[config.mk]
export PLATFORM = sky130hd
export DESIGN_NAME = regfile_wr_arbiter
export DESIGN_NICKNAME = d
export VERILOG_FILES = /design/src/rtl/regfile_wr_arbiter.sv
export SDC_FILE = /design/constraint.sdc
export NUM_CORES = 1
export LEC_CHECK = 0
export CELL_PAD_IN_SITES_DETAIL_PLACEMENT = 1
export CELL_PAD_IN_SITES_GLOBAL_PLACEMENT = 2
export CORE_MARGIN = 2
export CORE_UTILIZATION = 19
export CTS_CLUSTER_DIAMETER = 120
export DETAILED_ROUTE_END_ITERATION = 10
export PLACE_DENSITY = 0.86
export SLEW_MARGIN = 10
export SYNTH_ARGS = -nofsm -noshare
export SYNTH_HDL_FRONTEND = slang
export SYNTH_SLANG_ARGS = --single-unit
[constraint.sdc]
create_clock -name clock -period 2.56 [get_ports clock]
set_input_delay 0.256 -clock clock [delete_from_list [all_inputs] [get_ports clock]]
set_output_delay 0.256 -clock clock [all_outputs]
set_load 0.01 [all_outputs]
[src/rtl/regfile_wr_arbiter.sv]
// Round-robin write-port arbiter for the flop-based register bank.
// Picks one requester per clock, starting the search at a rotating pointer,
// and registers a one-hot grant together with the bank write controls.
// The previous cycle's grant masks its owner, so a requester that is still
// dropping req cannot win twice in a row.
//
// Handshake: a requester holds req (with stable addr/data) until it sees its
// gnt bit high; it must drop req before the next rising edge. gnt is a single
// cycle pulse, and wr_en/wr_addr/wr_data are valid in that same cycle.
module regfile_wr_arbiter #(
   parameter int NREQ = 4,
   parameter int AW   = 5,
   parameter int DW   = 32
) (
   input  logic               clock,
   input  logic               reset,
   input  logic [NREQ-1:0]    req,
   input  logic [NREQ*AW-1:0] req_addr,
   input  logic [NREQ*DW-1:0] req_data,
   input  logic               hold,
   output logic [NREQ-1:0]    gnt,
   output logic               wr_en,
   output logic [AW-1:0]      wr_addr,
   output logic [DW-1:0]      wr_data,
   output logic               busy
);

   localparam int PW = (NREQ > 1) ? $clog2(NREQ) : 1;

   logic [NREQ-1:0] gnt_q, gnt_d;
   logic            wr_en_q, wr_en_d;
   logic [AW-1:0]   wr_addr_q, wr_addr_d;
   logic [DW-1:0]   wr_data_q, wr_data_d;
   logic [PW-1:0]   ptr_q, ptr_d;

   logic [NREQ-1:0] elig;
   logic            win_found;
   logic [PW-1:0]   win_idx;
   logic [AW-1:0]   win_addr;
   logic [DW-1:0]   win_data;

   // Index of the requester 'off' places after the pointer, with wrap.
   function automatic logic [PW-1:0] rr_idx(input logic [PW-1:0] ptr, input int off);
      return PW'((int'(ptr) + off) % NREQ);
   endfunction

   // Eligibility, busy flag and the rotating first-set-bit search.
   // The mask is simply the grant currently on the outputs: a hold or idle
   // cycle drives gnt to zero, which also clears the mask.
   always_comb begin
      elig      = req & ~gnt_q;
      busy      = (|elig) && !hold;
      win_found = 1'b0;
      win_idx   = '0;
      for (int off = 0; off < NREQ; off++) begin
         if (!win_found && elig[rr_idx(ptr_q, off)]) begin
            win_found = 1'b1;
            win_idx   = rr_idx(ptr_q, off);
         end
      end
      win_addr = req_addr[win_idx*AW +: AW];
      win_data = req_data[win_idx*DW +: DW];
   end

   // Next-state: grant the winner unless stalled or nothing is eligible.
   // A write to register 0 still grants (so the requester retires) but
   // leaves wr_en low.
   always_comb begin
      gnt_d     = '0;
      wr_en_d   = 1'b0;
      wr_addr_d = wr_addr_q;
      wr_data_d = wr_data_q;
      ptr_d     = ptr_q;
      if (!hold && win_found) begin
         gnt_d     = {{(NREQ-1){1'b0}}, 1'b1} << win_idx;
         wr_en_d   = |win_addr;
         wr_addr_d = win_addr;
         wr_data_d = win_data;
         ptr_d     = (int'(win_idx) == NREQ-1) ? '0 : win_idx + 1'b1;
      end
   end

   // State registers with synchronous active-low reset.
   always_ff @(posedge clock) begin
      if (!reset) begin
         gnt_q     <= '0;
         wr_en_q   <= 1'b0;
         wr_addr_q <= '0;
         wr_data_q <= '0;
         ptr_q     <= '0;
      end else begin
         gnt_q     <= gnt_d;
         wr_en_q   <= wr_en_d;
         wr_addr_q <= wr_addr_d;
         wr_data_q <= wr_data_d;
         ptr_q     <= ptr_d;
      end
   end

   assign gnt     = gnt_q;
   assign wr_en   = wr_en_q;
   assign wr_addr = wr_addr_q;
   assign wr_data = wr_data_q;

endmodule

Word-level counts from Yosys, hierarchy flattened
Index checks and enable logic that the tools add are counted.
{"block": "op_classes", "n_mux": 17, "eq_ne": 1, "n_addsub": 4, "bitwise_logic": 2, "order_cmp": 4, "shift": 3, "n_reduce_logical": 12, "n_mul": 1}
{"cell": "indexed part select 128 x 8 -> 32 bit", "n": 1}
{"cell": "indexed part select 20 x 6 -> 5 bit", "n": 1}
{"cell": "< comparator 2 x 3 -> 1 bit (second input constant)", "n": 4}
{"cell": "2-to-1 mux 2 bit", "n": 5}
{"cell": "binary-select mux 1 bit (select 2 bit)", "n": 4}
{"cell": "2-to-1 mux 1 bit", "n": 8}
{"cell": "logical AND 1 bit", "n": 5}
{"cell": "multiplier 2 x 3 -> 5 bit (second input constant)", "n": 1}
{"cell": "OR reduction 5 bit", "n": 1}
{"cell": "adder 2 x 1 -> 2 bit (second input constant)", "n": 2}
{"cell": "adder 2 bit (second input constant)", "n": 2}
{"cell": "bitwise AND 4 bit", "n": 1}
{"cell": "logical NOT 1 bit", "n": 4}
{"cell": "NOT 4 bit", "n": 1}
{"cell": "OR reduction 4 bit", "n": 1}
{"cell": "<< shifter 1 x 2 -> 4 bit (first input constant)", "n": 1}
{"cell": "== test 2 x 1 -> 1 bit (second input constant)", "n": 1}
{"cell": "AND reduction 2 bit", "n": 1}
{"block": "word_totals", "inputBits": 155, "ff_bits": 44, "output_inout_bits": 43, "word_cells": 49}

Depth between registers and ports, before layout
Gate-level depths: netlist of the first run.
{"block": "depth", "ltp_word": 17, "depth_mapped": 8, "mapped_depth_nobuf": 6}

Worst setup path after synthesis of the first run
Ideal clock, no wire load.
{"block": "synth_path", "path_type": "flip-flop to flip-flop", "start": "register gnt_q[3], in the netlist gnt[3]", "end": "register wr_data_q[0], in the netlist wr_data[0]", "slack_ps": 644, "t_required_ps": 2443, "stages_incl_launch_ff": 7, "period_less_slack_ps": 1916, "arrival_ps": 1799, "setup_time_ps": 117, "path_cell_list": "dfxtp_1 and2b_1 o21ai_2 a21oi_4 buf_2 mux4_2 a22o_1"}
{"block": "synth_between", "elab_chain_len": 15}
{"item": "from (decl)", "line": "30", "rtl": "logic [NREQ-1:0] gnt_q, gnt_d;"}
{"item": "from (signal assigned)", "line": "92", "rtl": "gnt_q <= gnt_d;"}
{"item": "NOT 4 bit (*)", "line": "51", "rtl": "elig = req & ~gnt_q;"}
{"item": "bitwise AND 4 bit (*)", "line": "51"}
{"item": "binary-select mux 1 bit (select 2 bit)", "line": "56", "rtl": "if (!win_found && elig[rr_idx(ptr_q, off)]) begin"}
{"item": "2-to-1 mux 1 bit (implied by the code)", "line": "56"}
{"item": "2-to-1 mux 1 bit", "line": "56"}
{"item": "logical NOT 1 bit", "line": "56"}
{"item": "logical AND 1 bit", "line": "56"}
{"item": "2-to-1 mux 1 bit", "line": "56"}
{"item": "logical NOT 1 bit", "line": "56"}
{"item": "logical AND 1 bit", "line": "56"}
{"item": "2-to-1 mux 1 bit", "line": "56"}
{"item": "logical NOT 1 bit", "line": "56"}
{"item": "logical AND 1 bit", "line": "56"}
{"item": "2-to-1 mux 2 bit or 2-to-1 mux 1 bit (tied branches)", "line": "56"}
{"item": "indexed part select 128 x 8 -> 32 bit or logical AND 1 bit (tied branches)", "line": "62, 74"}
{"item": "to (signal assigned)", "line": "95", "rtl": "wr_data_q <= wr_data_d;"}
{"item": "to (decl)", "line": "33", "rtl": "logic [DW-1:0] wr_data_q, wr_data_d;"}
Every way passes the cells marked *; elsewhere a longest branch is shown, timed or not. The select of a mux whose other input is x is not followed.
A chain may end at the register's enable or synchronous reset.

Worst setup path in the final report of the first run
{"block": "layout_path", "start": "input req[2]", "end": "output busy"}
{"block": "layout_between", "elab_chain_len": 3}
{"item": "from (decl)", "line": "17", "rtl": "input logic [NREQ-1:0] req,"}
{"item": "bitwise AND 4 bit", "line": "51"}
{"item": "OR reduction 4 bit", "line": "52", "rtl": "busy = (|elig) && !hold;"}
{"item": "logical AND 1 bit", "line": "52"}
{"item": "to (decl)", "line": "25", "rtl": "output logic busy"}
No other way between the ends.

==> impl_metrics.toml, run 1 <==
[route]
vias_per_cell = 4.55
post-route-drc-count = 0
routed_wl_um = 9630
num_vias = 2530
dr.pass1.iters = 4
wl_per_cell_um = 17.3
drt-initial-drc-count = 56
ant_nets = 0

[timing]
fmax_mhz = 429
grt_setup_unrepaired = "no"
slew_viol_final = 0
hold_viol = 0
setup_viol = 0
fin_crit_sh = 0.910
tns_ns = 0
setup_slack_ns = 0.231
whs_ns = 0.478
relSlewSlack = 0.407
tightest_slew_ns = 0.887
period_needed_ns = 2.33
clock_skew_ns = 0.00421

[logic_synthesis]
synthCells = 188
synthSimpleGateAreaFrac = 0.0574
synth.area.mux_share = 0.346
ys_top_cells_by_area = "dfxtp_1, mux4_2, a22o_1"
synth.top_cell.area_share = 0.355
synth_top_family_by_area = "multiplexers"
ys_types = 37
seq_area_frac_synth = 0.355
synth-xor-area-share = 0.00353
ys_warn_count = 0
synth_compound_gate_area_share = 0.192
post-synth-top-area-cell = "dfxtp_1"
synth-seq-cells = 44
synth-adder-area-share = 0
syn_area_per_cell_sq_um = 13.2
postSynthNetCount = 343
synth_area_sq_um = 2480

[place]
gp_congestion = 0.716
place_hpwl_um = 8060
io_buffers = 197
postPlaceCellArea_sq_um = 4670
dp_cells = 548
place_ws_ns = 0.104

[grt]
grt_pass1_wl_um = 15400
grt_pass1_vias = 2866
grt_usage = 0.138
grt_max_degree = 35
grt_remaining_overflow = 0
antenna_found_initial = 0

[cells_and_area]
final_layout_size_suffix_gt1_frac = 0.159
seqCellArea_sq_um = 881
multi_input_area_sq_um = 1500
stdcell_count = 556
nNetsFinal = 538
areaGrowthSynthToFinish_pct = 94.6
stdcell_area_sq_um = 4830
utilization = 0.381
diodes = 0
fill_cells = 1397

[job]
cap_violations = 0

[floorplanning]
core_area_sq_um = 12700
die_h_um = 118
die_x_um = 118
die_area_sq_um = 14000
num_rows = 41
io_pins = 198
initial_core_util = 0.196

[critical_path]
crit_family = "buffers and inverters"
end_kind = "output pin"
critical_path_buf_inv_count = 3
cp_common_cell = "clkdlybuf4s50_1"
critPathLaunchType = "input pin"
worst-setup-path-type = "in -> out"
crit_chain = "clkdlybuf4s50_1 > nor2b_1 > nor2_1 > a31oi_1 > buf_4 > clkdlybuf4s50_1"
worstSetupStartpoint = "req[2]"
worstRegToRegCells = 6
critPathArrivalTime_ns = 2.07
cpMaxStageDelayCell = "clkdlybuf4s50_1"
worstPathRequired_ns = 2.30
regToRegSetupSlack_ns = 0.40
critical_path.max_fanout = 14
r2r-start = "gnt[3]$_SDFF_PN0_"
max_stage_delay_ns = 0.58
r2r_end = "wr_data[5]$_SDFFE_PN0N_"

[min_path]
min-delay-start = "wr_data[12]$_SDFFE_PN0N_"
min_path_cells = 1
hold_path_end = "wr_data[12]$_SDFFE_PN0N_"
hold_class = "reg -> reg"

[clocking]
post_cts_buffers = 0
cts_buffers = 5
cts_resized = 0
cts_tree = "built"
clk_latency_ns = 0.28
clock_sinks = 44
cts_max_level = 2
clk_pin_slew_ns = 0.06
root_buffer = "clkbuf_16"
cts_hold_buf = 0
clock_path_buffers = 2

[power]
cellLeakagePower_nw = 1.75
power.density_nw_per_um2 = 528
power.total_mw = 2.55
ir_drop_uv = 226

[status]
outcome = "completed"
-- logic make-up (layout without fill, tap and decap cells) --
logic type	Yosys count	count (layout)
multiplexers	43	43
buffers and inverters	19	215
XOR/XNOR	1	1
AO/OA/AOI/OAI	54	54
flip-flops	44	44
AND/OR/NAND/NOR	27	27
-- cells in the final DEF, fill, tap and decap left out, drive strengths merged, types with 2 or more instances in the layout --
cell type	count
o21ai	4
and3	2
nand2b	3
clkdlybuf4s50	197
a32o	2
nor2b	3
nor3b	2
mux2	3
buf	8
clkbuf	6
a22o	34
a21oi	2
mux4	34
nor3	2
nor2	10
inv	2
a211oi	6
mux2i	6
dfxtp	44
nand2	2
-- cell usage after synthesis --
cell and number:
a211o_1 1, a211oi_1 3, a211oi_2 3, a21oi_1 1, a21oi_4 1, a22o_1 34
a31oi_1 1, a32o_1 2, a32oi_1 1, a41oi_1 1, and2_1 1, and2b_1 1
and3_1 2, buf_1 1, buf_12 1, buf_2 10, buf_6 2, clkbuf_1 3
dfxtp_1 44, inv_1 2, mux2_2 3, mux2i_1 6, mux4_2 34, nand2_1 2
nand2b_1 2, nand2b_2 1, nor2_1 10, nor2b_1 3, nor3_1 2, nor3b_1 2
o211a_1 1, o211ai_1 1, o21ai_0 1, o21ai_1 1, o21ai_2 2, or3_1 1
xnor2_1 1
-- sequential cells by signal, indices dropped and copies added, names as in the netlist --
register,cells
wr_data,32
wr_addr,5
gnt,4
ptr_q,2
wr_en,1
-- layout make-up --
| type | count | share of cell area |
|---|---|---|
| timing repair buffer | 205 | 0.428 |
| multi-input combinational | 125 | 0.310 |
| sequential | 44 | 0.182 |
| tap | 172 | 0.0445 |
| clock buffer | 6 | 0.0267 |
| clock inverter | 2 | 0.00725 |
| inverter | 2 | 0.00155 |
-- metal layers --
| layer | vias up | routed length [um] | GRT usage |
|---|---|---|---|
| met4 | 0 | 38 | 0.0181 |
| li1 | 1160 | - | - |
| met5 | - | 0 | 0 |
| met1 | 1239 | 3770 | 0.157 |
| met2 | 127 | 4940 | 0.251 |
| met3 | 4 | 882 | 0.0516 |
-- power breakdown --
group / total (mW) / switching [mW] / internal, mW / leakage, nW
Sequential: 0.812 / 0.0481 / 0.764 / 0.363
Clock: 0.713 / 0.254 / 0.459 / 0.0808
Combinational: 1.03 / 0.368 / 0.658 / 1.31
-- how the worst max path moves through the flow --
stage | to | slack [ns] | depth (start not counted)
final | busy | 0.23 | 6
after detailed placement | wr_data[5]$_SDFFE_PN0N_ | 0.10 | 7
after floorplan | wr_data[0]$_SDFFE_PN0N_ | 0.64 | 6
after global placement | wr_data[18]$_SDFFE_PN0N_ | 0.17 | 7
after global routing | busy | 0.1 | 6
after CTS | busy | 0.22 | 6
(Power assumes the default switching activity.)
==> inputs of run 2 (changes only) <==
--- a/config.mk
+++ b/config.mk
@@ -11,6 +11,7 @@
 export CORE_UTILIZATION = 19
 export CTS_CLUSTER_DIAMETER = 120
 export DETAILED_ROUTE_END_ITERATION = 10
+export GPL_ROUTABILITY_DRIVEN = 0
 export PLACE_DENSITY = 0.86
 export SLEW_MARGIN = 10
 export SYNTH_ARGS = -nofsm -noshare
==> results of run 2 <==
Final layout, timing and power as in run 1 (identical DEF).
==> inputs of run 3 (changes only) <==
--- a/config.mk
+++ b/config.mk
@@ -12,7 +12,7 @@
 export CTS_CLUSTER_DIAMETER = 120
 export DETAILED_ROUTE_END_ITERATION = 10
 export GPL_ROUTABILITY_DRIVEN = 0
-export PLACE_DENSITY = 0.86
+export PLACE_DENSITY = 0.91
 export SLEW_MARGIN = 10
 export SYNTH_ARGS = -nofsm -noshare
 export SYNTH_HDL_FRONTEND = slang
==> run 3 against run 2 <==
  * Fmax up 3.6%
  * Largest cell class unchanged
  * First-iteration DRC count up 21%
  * Sequential cell count unchanged
  * Cell area down 0.78%
  * Combinational power about the same
  * Critical endpoint unchanged
  * Critical path depth unchanged
==> impl_metrics.toml, run 3 (synthesis gave the netlist of run 1 again) <==
[cells_and_area]
largest_reg_flops = 32
stdcell_area_sq_um = 4800
nNetsFinal = 536
fill_cells = 1392
seqCellArea_sq_um = 881
multi_input_area_sq_um = 1500
areaGrowthSynthToFinish_pct = 93.1
final_cell_mix = "clkdlybuf4s50_1, dfxtp_1, mux4_2, a22o_1, nor2_1"
final_layout_size_suffix_gt1_frac = 0.157
layout.cells.most_common = "clkdlybuf4s50_1"
diodes = 0

[timing]
clock_skew_ns = 0.00375
fmax_mhz = 445
hold_viol = 0
relSlewSlack = 0.439
period_needed_ns = 2.25
tightest_slew_ns = 0.840
tns_ns = 0
fin_crit_sh = 0.878
setup_viol = 0
grt_setup_unrepaired = "no"
slew_viol_final = 0

[route]
routed_wl_um = 9460
post-route-drc-count = 0
vias_per_cell = 4.54
num_vias = 2508
drt-initial-drc-count = 68
dr.pass1.iters = 4
wl_per_cell_um = 17.1
ant_nets = 0

[critical_path]
worstRegToRegCells = 6
critPathArrivalTime_ns = 1.99
end_kind = "output pin"
r2r-start = "gnt[3]$_SDFF_PN0_"
worst-setup-path-type = "in -> out"
regToRegSetupSlack_ns = 0.47
critical_path.max_fanout = 9
worstPathRequired_ns = 2.30
r2r_end = "wr_data[25]$_SDFFE_PN0N_"
critPathLaunchType = "input pin"

[power]
ir_drop_uv = 245
power.density_nw_per_um2 = 516
cellLeakagePower_nw = 1.73

[min_path]
hold_path_end = "wr_data[20]$_SDFFE_PN0N_"
min_path_cells = 1
hold_class = "reg -> reg"
min-delay-start = "wr_data[20]$_SDFFE_PN0N_"

[clocking]
cts_resized = 0
post_cts_buffers = 0
clk_latency_ns = 0.28
cts_hold_buf = 0
clk_pin_slew_ns = 0.06
clock_path_buffers = 2
cts_buffers = 5
root_buffer = "clkbuf_16"
cts_tree = "built"
clock_sinks = 44
cts_max_level = 2

[place]
io_buffers = 197
postPlaceCellArea_sq_um = 4640
place_hpwl_um = 7800

[grt]
grt_pass1_wl_um = 15200
antenna_found_initial = 0
grt_usage = 0.136
grt_max_degree = 37
grt_remaining_overflow = 0
grt_pass1_vias = 2787

[floorplanning]
io_pins = 198
die_x_um = 118
die_h_um = 118
die_area_sq_um = 14000
num_rows = 41
initial_core_util = 0.196
core_area_sq_um = 12700

[job]
cap_violations = 0

[status]
outcome = "completed"
## run 3: cell count changes in the layout (fill, tap and decap cells not counted)
cell and delta:
and2_1 -1, clkinv_2 -1, clkbuf_1 -1, buf_12 -1
buf_4 -1, bufinv_16 -1, and2_2 +1, clkbuf_8 +2
## run 3: worst max-delay path, stage by stage
cell             delay (ns)
clkdlybuf4s50_1        0.45
nor2b_1                0.25
nor2_1                 0.12
a31oi_1                0.15
buf_4                  0.19
clkdlybuf4s50_1        0.57
## run 3: how the worst max path moves through the flow
stage	from	to	slack, ns	depth (start not counted)
global route	req[2]	busy	0.14	6
detailed placement	req[2]	wr_data[18]$_SDFFE_PN0N_	0.10	7
global placement	req[2]	wr_en$_SDFF_PN0_	0.13	7
finish	req[2]	busy	0.31	6
CTS	req[2]	busy	0.30	6
floorplan	gnt[3]$_SDFF_PN0_	wr_data[0]$_SDFFE_PN0N_	0.64	6
## run 3: power breakdown
part / internal, mW / switching [mW]
registers: 0.764 / 0.0471
clock network: 0.409 / 0.244
logic: 0.646 / 0.365
## run 3: area by class of cell
type                    instances  area share
multi-input cells             125       0.312
flip-flops and latches         44       0.184
inverters                       2     0.00157
repair buffers                203       0.426
well taps                     172      0.0449
clock buffers                   7      0.0318
## run 3: stage by stage
stage	std cells	total power [mW]	worst slack [ns]	util	hold WS (ns)
floorplan	188	1.35	0.644	-	0.424
global placement	546	1.83	0.132	0.366	0.460
detailed placement	546	1.85	0.100	0.366	0.467
CTS	553	2.53	0.300	0.378	0.481
global route	553	2.62	0.142	0.378	0.490
finish	553	2.47	0.312	0.378	0.478
## run 3: routing by layer
metal | up-vias | global-route usage | wire length [um]
li1 | 1162 | - | -
met1 | 1219 | 0.143 | 3530
met2 | 121 | 0.259 | 4960
met3 | 6 | 0.0497 | 891
met4 | 0 | 0.0248 | 78
met5 | - | 0 | 0
